`config.mk`:
```
export PLATFORM = sky130hd
export DESIGN_NAME = cnt_hex_display
export DESIGN_NICKNAME = d
export VERILOG_FILES = /design/src/rtl/calc_pkg.sv /design/src/rtl/seg7_decode.sv /design/src/rtl/cnt_hex_display.sv
export SDC_FILE = /design/constraint.sdc
export NUM_CORES = 1
export LEC_CHECK = 0
export BUFFER_PORTS_ARGS = -buffer_cell sky130_fd_sc_hd__buf_2
export CAP_MARGIN = 20
export CORE_AREA = 8 8 124 126
export DETAILED_ROUTE_END_ITERATION = 7
export DIE_AREA = 0 0 132 134
export PLACE_DENSITY = 0.87
export SLEW_MARGIN = 40
export SYNTH_ARGS = -nofsm -noshare
export SYNTH_HDL_FRONTEND = slang
export SYNTH_SLANG_ARGS = --single-unit
```
`constraint.sdc`:
```
create_clock -name CLK -period 8.85 [get_ports CLK]
set_input_delay 2.655 -clock CLK [delete_from_list [all_inputs] [get_ports CLK]]
set_output_delay 2.655 -clock CLK [all_outputs]
set_load 0.005 [all_outputs]
```
`src/rtl/calc_pkg.sv`:
```
// rtl/calc_pkg.sv - shared states, segment codes and limits for the hex display
package calc_pkg;

  localparam int WIDTH   = 20;
  localparam int DIGITS  = 6;
  localparam int MAX_VAL = 999999;

  typedef enum logic [1:0] {
    IDLE,
    CONV,
    LOAD
  } disp_state_t;

  // Active-low segment patterns, bit order gfedcba
  localparam logic [6:0] SEG_0     = 7'b1000000;
  localparam logic [6:0] SEG_1     = 7'b1111001;
  localparam logic [6:0] SEG_2     = 7'b0100100;
  localparam logic [6:0] SEG_3     = 7'b0110000;
  localparam logic [6:0] SEG_4     = 7'b0011001;
  localparam logic [6:0] SEG_5     = 7'b0010010;
  localparam logic [6:0] SEG_6     = 7'b0000010;
  localparam logic [6:0] SEG_7     = 7'b1111000;
  localparam logic [6:0] SEG_8     = 7'b0000000;
  localparam logic [6:0] SEG_9     = 7'b0010000;
  localparam logic [6:0] SEG_DASH  = 7'b0111111;
  localparam logic [6:0] SEG_BLANK = 7'b1111111;

endpackage

```
`src/rtl/seg7_decode.sv`:
```
// rtl/seg7_decode.sv - BCD digit to active-low seven-segment pattern
module seg7_decode
  import calc_pkg::*;
(
  input  logic [3:0] bcd,
  output logic [6:0] seg
);

  // Pure lookup; non-decimal codes show dark
  always_comb begin
    seg = SEG_BLANK;
    case (bcd)
      4'd0:    seg = SEG_0;
      4'd1:    seg = SEG_1;
      4'd2:    seg = SEG_2;
      4'd3:    seg = SEG_3;
      4'd4:    seg = SEG_4;
      4'd5:    seg = SEG_5;
      4'd6:    seg = SEG_6;
      4'd7:    seg = SEG_7;
      4'd8:    seg = SEG_8;
      4'd9:    seg = SEG_9;
      default: seg = SEG_BLANK;
    endcase
  end

endmodule

```
`src/rtl/cnt_hex_display.sv`:
```
// rtl/cnt_hex_display.sv - sequential binary-to-BCD conversion driving six hex displays
module cnt_hex_display #(
  parameter int WIDTH   = calc_pkg::WIDTH,
  parameter int DIGITS  = calc_pkg::DIGITS,
  parameter int MAX_VAL = calc_pkg::MAX_VAL
) (
  input  logic             CLK,
  input  logic             reset,
  input  logic [WIDTH-1:0] cnt,
  input  logic             blank,
  output logic             busy,
  output logic [6:0]       HEX0,
  output logic [6:0]       HEX1,
  output logic [6:0]       HEX2,
  output logic [6:0]       HEX3,
  output logic [6:0]       HEX4,
  output logic [6:0]       HEX5
);

  import calc_pkg::*;

  localparam int BW = 4 * DIGITS;
  localparam int CW = $clog2(WIDTH);

  disp_state_t       state, state_next;
  logic [WIDTH-1:0]  last_val;
  logic [WIDTH-1:0]  shreg;
  logic [BW-1:0]     bcd;
  logic [BW-1:0]     bcd_adj;
  logic [CW-1:0]     bitcnt;
  logic              ovf;
  logic              start;
  logic              lead;
  logic [6:0]        seg_raw  [DIGITS];
  logic [6:0]        seg_next [DIGITS];
  logic [6:0]        hex_q    [DIGITS];

  assign start = (cnt != last_val);
  assign busy  = (state != IDLE);

  // State register; reset aborts any conversion in flight
  always_ff @(posedge CLK) begin
    if (reset) state <= IDLE;
    else       state <= state_next;
  end

  // Next state: capture on mismatch, WIDTH shift steps, one load cycle
  always_comb begin
    state_next = state;
    case (state)
      IDLE:    if (start) state_next = CONV;
      CONV:    if (bitcnt == CW'(WIDTH - 1)) state_next = LOAD;
      LOAD:    state_next = IDLE;
      default: state_next = IDLE;
    endcase
  end

  // Add-3 correction on every BCD nibble that would overflow when doubled
  always_comb begin
    bcd_adj = bcd;
    for (int i = 0; i < DIGITS; i++) begin
      if (bcd[4*i +: 4] >= 4'd5) bcd_adj[4*i +: 4] = bcd[4*i +: 4] + 4'd3;
    end
  end

  for (genvar g = 0; g < DIGITS; g++) begin : g_dec
    seg7_decode u_dec (
      .bcd (bcd[4*g +: 4]),
      .seg (seg_raw[g])
    );
  end

  // Final digit patterns: overflow dashes, else blank zeros above the top nonzero digit
  always_comb begin
    lead = 1'b1;
    for (int i = DIGITS - 1; i >= 0; i--) begin
      seg_next[i] = seg_raw[i];
      if (ovf) begin
        seg_next[i] = SEG_DASH;
      end else if (lead && (bcd[4*i +: 4] == 4'd0) && (i != 0)) begin
        seg_next[i] = SEG_BLANK;
      end else begin
        lead = 1'b0;
      end
    end
  end

  // Conversion datapath and display registers; displays change only in LOAD
  always_ff @(posedge CLK) begin
    if (reset) begin
      last_val <= '0;
      shreg    <= '0;
      bcd      <= '0;
      bitcnt   <= '0;
      ovf      <= 1'b0;
      for (int i = 0; i < DIGITS; i++) hex_q[i] <= (i == 0) ? SEG_0 : SEG_BLANK;
    end else begin
      case (state)
        IDLE: begin
          if (start) begin
            last_val <= cnt;
            shreg    <= cnt;
            bcd      <= '0;
            bitcnt   <= '0;
            ovf      <= (cnt > WIDTH'(MAX_VAL));
          end
        end
        CONV: begin
          {bcd, shreg} <= {bcd_adj[BW-2:0], shreg, 1'b0};
          bitcnt       <= bitcnt + 1'b1;
        end
        LOAD: begin
          for (int i = 0; i < DIGITS; i++) hex_q[i] <= seg_next[i];
        end
        default: ;
      endcase
    end
  end

  assign HEX0 = blank ? SEG_BLANK : hex_q[0];
  assign HEX1 = blank ? SEG_BLANK : hex_q[1];
  assign HEX2 = blank ? SEG_BLANK : hex_q[2];
  assign HEX3 = blank ? SEG_BLANK : hex_q[3];
  assign HEX4 = blank ? SEG_BLANK : hex_q[4];
  assign HEX5 = blank ? SEG_BLANK : hex_q[5];

endmodule

```
# After elaboration in Yosys (flattened, before gate mapping)
# Memories as Yosys holds them, arrays and structs flattened. A register that Yosys moved wholly into a read port is not among the register bits.
# Cells that the tools add are included.
[totals]
inputBits = 23
elab_cells = 117
mem_count = 7
ff_bits = 72
ram_bits = 42
output_inout_bits = 43
mem_bits_ro = 672
[classes]
bitwise = 6
n_addsub = 7
mux = 63
n_eq_ne = 6
n_lt_le_gt_ge = 7
reduce_logical = 15
[memory_table]
columns = ["memory", "depth", "word_bits", "read_ports", "rd_clocked_by_memory_dff", "write_ports", "line", "source"]
rows = [
  ["(no name shown)", 16, 7, 1, 1, 0, "seg7_decode.sv:12", "case (bcd)"],
  ["(no name shown)", 16, 7, 1, 1, 0, "seg7_decode.sv:12", ""],
  ["(no name shown)", 16, 7, 1, 1, 0, "seg7_decode.sv:12", ""],
  ["(no name shown)", 16, 7, 1, 1, 0, "seg7_decode.sv:12", ""],
  ["(no name shown)", 16, 7, 1, 1, 0, "seg7_decode.sv:12", ""],
  ["(no name shown)", 16, 7, 1, 1, 0, "seg7_decode.sv:12", ""],
  ["1 more memories", "-", "-", "-", "-", "-", "-", ""],
]
[op_table]
columns = ["cell", "n"]
rows = [
  ["$mux 7", 23],
  ["$mux 4", 17],
  ["$pmux 24 s2", 1],
  ["$pmux 20 s2", 1],
  ["$ge 4x3->1 const B", 6],
  ["$mux 24", 1],
  ["$add 4x2->4 const B", 5],
  ["$gt 20x20->1 const B", 1],
  ["$logic_not 4->1", 5],
  ["$mux 20", 1],
  ["$ne 20x20->1", 1],
  ["$mux 1", 13],
  ["$pmux 5 s2", 1],
  ["$or 1x1->1", 6],
  ["$reduce_and 2->1", 3],
  ["$add 5x1->5 const B", 1],
  ["$eq 5x5->1 const B", 1],
  ["$mux 5", 1],
  ["$logic_and 1x1->1", 4],
  ["$mux 2", 2],
  ["$ne 2x2->1 const B", 2],
  ["$pmux 2 s2", 1],
  ["$reduce_bool 2->1", 2],
  ["$add 3x2->3 const B", 1],
  ["4 further kinds", 4],
]

# Longest topological paths before layout
# Gate-level depths: netlist (run 1).
[depth]
depth_word = 16
ltp_mapped = 12
depth_no_buf = 12

# Cells and area by module
# From an unflattened synthesis (run 1), not the netlist that was laid out.
[unflattened]
cells_unflattened = 758
area_unflattened_um2 = 6667.6
[by_module_without_submodules]
columns = ["mod", "area_each_um2", "instances", "seq_area_each_um2", "cells_per_inst"]
rows = [
  ["cnt_hex_display", 5406.4, 1, 2702.6, 560],
  ["seg7_decode", 210.2, 6, 0.0, 33],
]

# Least setup slack after synthesis (run 1)
# Ideal clock, no wire load.
[synth_timing]
path_type = "input -> output"
from = "in blank"
to = "out HEX0[0]"
setup_slack_ns = 3.106
n_path_buf = 1
arrival_time_ns = 3.089
cell_stages = 2
cell_sequence = "clkbuf_1 or2_2"
[synth_between]
elab_chain_len = 1
[synth_lines]
columns = ["item", "line", "source"]
rows = [
  ["start: declaration", "cnt_hex_display.sv:10", "input logic blank,"],
  ["$mux 7", "cnt_hex_display.sv:120", "assign HEX0 = blank ? SEG_BLANK : hex_q[0];"],
  ["end: declaration", "cnt_hex_display.sv:12", "output logic [6:0] HEX0,"],
]
# Every way passes these cells.

# Final worst setup path (run 1)
[layout_timing]
from = "in blank"
to = "out HEX4[5]"
[layout_between]
elab_chain_len = 1
[layout_lines]
columns = ["item", "line", "source"]
rows = [
  ["$mux 7", "cnt_hex_display.sv:124", "assign HEX4 = blank ? SEG_BLANK : hex_q[4];"],
  ["end: declaration", "cnt_hex_display.sv:16", "output logic [6:0] HEX4,"],
]
# Every way passes these cells.

==> results of run 1 <==
-- through the flow --
stage	cell area, um^2	total power [W]	hold WS [ns]	std cells	utilization (%)
final	8680	0.00150	0.467	1043	64.2
after global placement	8080	0.000829	0.446	1010	59.8
after CTS	8660	0.00151	0.468	1042	64.1
after floorplan	7680	0.000809	0.436	808	-
after global routing	8680	0.00154	0.485	1043	64.2
after detailed placement	8090	0.000831	0.454	1010	59.9
-- power breakdown --
part	switching (W)	leakage, nW	internal [W]
Combinational	0.0000405	1.69	0.0000231
Sequential	0.00000876	1.23	0.000743
Clock	0.000294	0.271	0.000390
-- how the worst max path moves through the flow --
stage,endpoint,slack (ns),start
global route,HEX4[1],2.70,blank
floorplan,HEX0[0],3.11,blank
CTS,HEX4[5],2.77,blank
detailed placement,g_dec[4].u_dec.seg[0],2.72,cnt[8]
global placement,g_dec[4].u_dec.seg[3],2.74,cnt[8]
finish,HEX4[5],2.78,blank
-- critical path: cells and delay by family --
| family | cells | cell delay [ns] |
|---|---|---|
| buffers and inverters | 2 | 0.39 |
| AND/OR/NAND/NOR | 1 | 0.36 |
-- routing by layer --
metal | vias up | routed length [um]
met2 | 205 | 7370
met1 | 2718 | 6280
met4 | 0 | 274
met3 | 23 | 1260
li1 | 2923 | -
met5 | - | 0
-- cells by family (layout without fill, tap and decap cells) --
| group | Yosys count | in the layout | share of synthesized area, % |
|---|---|---|---|
| AO/OA/AOI/OAI | 188 | 188 | 17.3 |
| XOR/XNOR | 36 | 36 | 4.10 |
| adder cells (fa/ha/maj) | 47 | 47 | 7.65 |
| buffers and inverters | 87 | 142 | 4.45 |
| flip-flops | 156 | 156 | 46.1 |
| multiplexers | 15 | 15 | 2.00 |
| AND/OR/NAND/NOR | 279 | 279 | 18.4 |
-- registers in the layout (all words and copies together), names as in the netlist --
signal           flops
state                2
last_val            20
ovf                  1
hex_q               42
g_dec.u_dec.seg     42
shreg               20
bcd                 24
bitcnt               5
-- final cells by class --
type                       count  area (um^2)  area share [%]
clock buffer                  17          425            4.90
clock inverter                15          143            1.64
inverter                      41          154            1.77
multi-input combinational    565         3830            44.1
sequential                   156         3540            40.8
tap                          180          225            2.60
timing repair buffer          69          359            4.14
-- cells in the mapped netlist, drive strengths merged, types with 2 or more instances --
library cell    n
a2111oi         5
a211o           4
a211oi         11
a21o           10
a21oi          54
a221o           5
a222oi         19
a22oi           9
a311o           2
a31oi          18
a32o            2
a32oi           2
and2            3
and3            5
buf            11
clkbuf         35
dfxtp         114
edfxtp         42
ha             47
inv            41
mux2            3
mux2i          12
nand2          67
nand2b         29
nand3           4
nand4           8
nor2           77
nor2b           3
nor3           14
nor3b           5
o211ai          2
o21a            5
o21ai          26
o22a            2
o31ai           2
o32ai           4
or2            58
or3             2
xnor2          33
xor2            3
==> reports/metrics.csv, run 1 <==
stage,metric,value,unit
min_path,hold worst-path end,last_val[3],
power,power density over the cells,173,mW/mm^2
synthesis,count of cell types in the netlist,62,
layout,"most common cell after layout, fill and taps aside",dfxtp_1,
grt,total track usage,17.4,%
synthesis,synth top area cells,"dfxtp_1 30%, edfxtp_1 16%, ha_1 7.7%, or2_2 4.6%, xnor2_1 3.8%",
synthesis,Async SR Flop Fraction,0,%
synthesis,"Net Count, Synth",878,
grt,largest net degree at the start of global routing,71,
power,Max VDD drop,121,uV
grt,GRT Residual Overflow,0,
grt,number of global-route vias before repair,5500,
setup_path,R2R cell count,8,
floorplanning,Die H,134,um
synthesis,mapped cell area,0.00768,mm^2
place,hpwl dp,10.2,mm
setup_path,Setup Crit Path Kind,primary input to primary output,
synthesis,sequential area share after synthesis,46.1,%
setup_path,Crit path arrival time,3.41,ns
timing,fmax,165,MHz
clock_network,Clock Sinks,156,
timing,"Setup violations, final",0,
drt,Routed Antenna Nets,0,
clock_network,hold_buf cts,0,
floorplanning,I/O pins,66,
drt,WL final,15.2,mm
floorplanning,die area,0.0177,mm^2
drt,TritonRoute pass-1 iters,6,
synthesis,YS warnings,0,
synthesis,synthesized area per cell,9.51,um^2
drt,WL/cell,14.6,um
timing,Final Cycle Share,68.5,%
clock_network,Worst-Skew Late Latency,0.43,ns
synthesis,"EDFF count, synth",42,
grt,initial antenna violation count,0,
layout,layout cells sized above 1,20.4,%
timing,Slew HR,47.5,%
power,Leakage Power,3.19,nW
job,Max-cap violations,0,
outcome,status,"complete, no violations",
clock_network,CTS Root Buffer Type,clkbuf_16,
clock_network,Worst-path clk slew,0.06,ns
setup_path,Critical Path Fanout Max,42,
setup_path,"Top cell by count, worst path",buf_2,
setup_path,Crit path largest cell delay,0.36,ns
drt,via count,5869,
timing,pins over their slew limit,0,
layout,diode count,0,
grt,met2 GRT Util,29.7,%
setup_path,CP cell instances,buf_2 > or2_2 > buf_2,
grt,first-pass GRT wire length,25.5,mm
floorplanning,Starting Density,56.9,%
drt,DRC errors left,0,
layout,"commonest non-fill, non-tap cells in the layout","114 x dfxtp_1, 76 x nor2_1, 66 x nand2_1",
layout,Layout area overhead,12.9,%
min_path,worst min path class,flop to flop,
timing,Fin. Hold Viols,0,
place,Port Buf Inserts,65,
clock_network,CTS Buf Count,17,
setup_path,Worst R2R End,g_dec[2].u_dec.seg[3],
grt,routing usage on met3,5.80,%
timing,minimum clock period after layout,6.07,ns
timing,Fin Setup TNS,0,ns
synthesis,Yosys top cell area share,29.7,%
synthesis,Synth Flop Type,dfxtp_1,
min_path,hold_sp,last_val[3],
clock_network,number of H-tree levels,4,
setup_path,Critical Path RT,6.20,ns
setup_path,reg2reg setup slack,5.37,ns
drt,Via density,5.63,
clock_network,cts repair resizes,0,
layout,NumNets Final,920,
floorplanning,core area,0.0135,mm^2
place,gpl congestion,0.848,
synthesis,#FFs+latches synth,156,
min_path,Hold Path Depth,2,
place,pre-CTS setup slack,2.72,ns
synthesis,top cell type by total area after synthesis,dfxtp_1,
setup_path,FF-to-FF Start,state[0],
layout,filler cell count in the final layout,1078,
floorplanning,row count,43,
timing,worst clock skew,0.00603,ns
setup_path,CP endpoint kind,primary output,
clock_network,post-CTS setup buffer count,0,
synthesis,Gate Count Post-Synth,808,
drt,Iteration-0 DRC Markers,402,
timing,fin worst setup slack,2.78,ns
setup_path,startpoint types,primary input,
floorplanning,Die Wd,132,um
timing,Least-Margin Pin Slew,0.786,ns
clock_network,CTS Buffer Depth,2,
clock_network,CTS tree,done,
setup_path,Crit-path slowest cell,or2_2,
grt,gr busiest metal,met2,
grt,grt met1 use,20.1,%
timing,RSZ-0062 raised after global routing,no,
Note: power is estimated with default switching activity, not from simulation.
==> run 2: changes to the inputs <==
==> constraint.sdc (replaced) <==
create_clock -name CLK -period 6.1 [get_ports CLK]
set_input_delay 1.83 -clock CLK [delete_from_list [all_inputs] [get_ports CLK]]
set_output_delay 1.83 -clock CLK [all_outputs]
set_load 0.005 [all_outputs]
==> run 2 against run 1 <==
  * Global-route usage increased by 0.58 points
  * Flip-flop and latch count unchanged
  * Final cell count increased by 0.19%
  * Critical path type unchanged
  * Largest cell class unchanged
  * Highest routed layer unchanged
==> reports/metrics.csv, run 2 (synthesized netlist as in run 1, its figures left out) <==
stage,metric,value,unit
floorplanning,core area,0.0135,mm^2
floorplanning,I/O pins,66,
floorplanning,Starting Density,56.9,%
layout,"commonest non-fill, non-tap cells in the layout","114 x dfxtp_1, 76 x nor2_1, 66 x nand2_1",
grt,initial antenna violation count,0,
setup_path,Setup Crit Path Kind,primary input to primary output,
power,Tot Pwr,0.00219,W
layout,filler cell count in the final layout,1085,
clock_network,CTS Buf Count,17,
timing,RSZ-0062 raised after global routing,no,
drt,Iteration-0 DRC Markers,373,
setup_path,Crit path arrival time,2.58,ns
drt,Routed Antenna Nets,0,
setup_path,CP endpoint kind,primary output,
setup_path,Critical Path Fanout Max,42,
drt,TritonRoute pass-1 iters,5,
layout,Layout area overhead,13.0,%
setup_path,Crit-path slowest cell,or2_2,
outcome,status,"complete, no violations",
layout,NumNets Final,922,
layout,diode count,0,
grt,largest net degree at the start of global routing,50,
layout,"Design Area, Final",0.00868,mm^2
timing,"Setup violations, final",0,
drt,WL final,15.6,mm
power,power share of the combinational group,4.3,%
drt,DRC errors left,0,
drt,via count,5809,
grt,first-pass GRT wire length,26.2,mm
clock_network,Clock Sinks,156,
drt,WL/cell,15.0,um
power,power density over the cells,252,mW/mm^2
place,Port Buf Inserts,65,
timing,fmax,227,MHz
clock_network,CTS tree,done,
layout,"most common cell after layout, fill and taps aside",dfxtp_1,
setup_path,startpoint types,primary input,
place,gpl congestion,0.833,
drt,Via density,5.56,
timing,Fin Setup TNS,0,ns
setup_path,CP cell instances,buf_2 > or2_2 > buf_2,
clock_network,Worst-Skew Late Latency,0.43,ns
clock_network,post-CTS setup buffer count,0,
setup_path,Critical Path RT,4.27,ns
grt,GRT Residual Overflow,0,
floorplanning,die area,0.0177,mm^2
setup_path,"Top cell by count, worst path",buf_2,
grt,number of global-route vias before repair,5506,
timing,Least-Margin Pin Slew,0.793,ns
timing,pins over their slew limit,0,
min_path,worst min path class,flop to flop,
floorplanning,row count,43,
place,# placed instances,1013,
layout,footprint of the multi-input gates,0.00382,mm^2
power,Seq pwr share,50.0,%
layout,sequential cell area,0.00354,mm^2
timing,Slew HR,47.1,%
timing,Final Cycle Share,72.3,%
setup_path,Crit path largest cell delay,0.35,ns
job,Max-cap violations,0,
power,P_int,0.00168,W
floorplanning,Die H,134,um
power,switch share,23.2,%
timing,Fin. Hold Viols,0,
timing,hold_ws,0.467,ns
clock_network,CTS Buffer Depth,2,
clock_network,number of H-tree levels,4,
layout,layout cells sized above 1,20.7,%
power,Leakage Power,3.20,nW
place,hpwl dp,10.5,mm
place,post-placement cell area,0.00811,mm^2
power,sw power,0.000506,W
timing,minimum clock period after layout,4.41,ns
grt,total track usage,18.0,%
layout,non-filler instance count after layout,1045,
floorplanning,Die Wd,132,um
clock_network,cts repair resizes,0,
clock_network,Worst-path clk slew,0.06,ns
power,Max VDD drop,185,uV
clock_network,CTS Root Buffer Type,clkbuf_16,
power,power share of the clock group,45.8,%
timing,worst clock skew,0.00883,ns
clock_network,hold_buf cts,0,
## run 2: worst max-delay path: cells and delay by family
kind                   cells  cell delay [ns]
buffers and inverters      2             0.39
AND/OR/NAND/NOR            1             0.35
## run 2: final timing paths
kind	start	end	slack [ns]	cells past startpoint
min	shreg[0]	shreg[0]	0.47	2
max reg2reg	state[0]	g_dec[2].u_dec.seg[3]	2.89	8
max	blank	HEX1[1]	1.69	3
min reg2reg	shreg[0]	shreg[0]	0.47	2
## run 2: area by class of cell
| cell class | count | share of cell area [%] |
|---|---|---|
| Clock buffer | 17 | 4.90 |
| Inverter | 41 | 1.77 |
| Tap cell | 180 | 2.59 |
| Multi-Input combinational cell | 565 | 44.0 |
| Clock inverter | 15 | 1.61 |
| Timing Repair Buffer | 71 | 4.27 |
| Sequential cell | 156 | 40.8 |
## run 2: metrics by stage
step / worst slack [ns] / util (%)
6_report: 1.69 / 64.3
5_1_grt: 1.53 / 64.3
4_1_cts: 1.65 / 64.3
2_1_floorplan: 1.90 / -
3_5_place_dp: 1.31 / 60.1
3_3_place_gp: 1.46 / 60.0
## run 2: power groups by stage
stage	Clock [W]	Sequential (W)	Combinational (W)
finish	0.00100	0.00109	0.0000931
global route	0.00106	0.00109	0.000103
CTS	0.00102	0.00109	0.0000936
detailed placement	0	0.00111	0.0000931
global placement	0	0.00111	0.0000905
floorplan	0	0.00111	0.0000649
## run 2: layer usage
layer | track usage (%) | up-vias | part of all wire [%]
met3 | 5.46 | 25 | 6.5
met5 | 0 | - | 0
li1 | - | 2927 | -
met4 | 7.28 | 0 | 1.7
met2 | 29.7 | 169 | 48
met1 | 21.5 | 2688 | 44
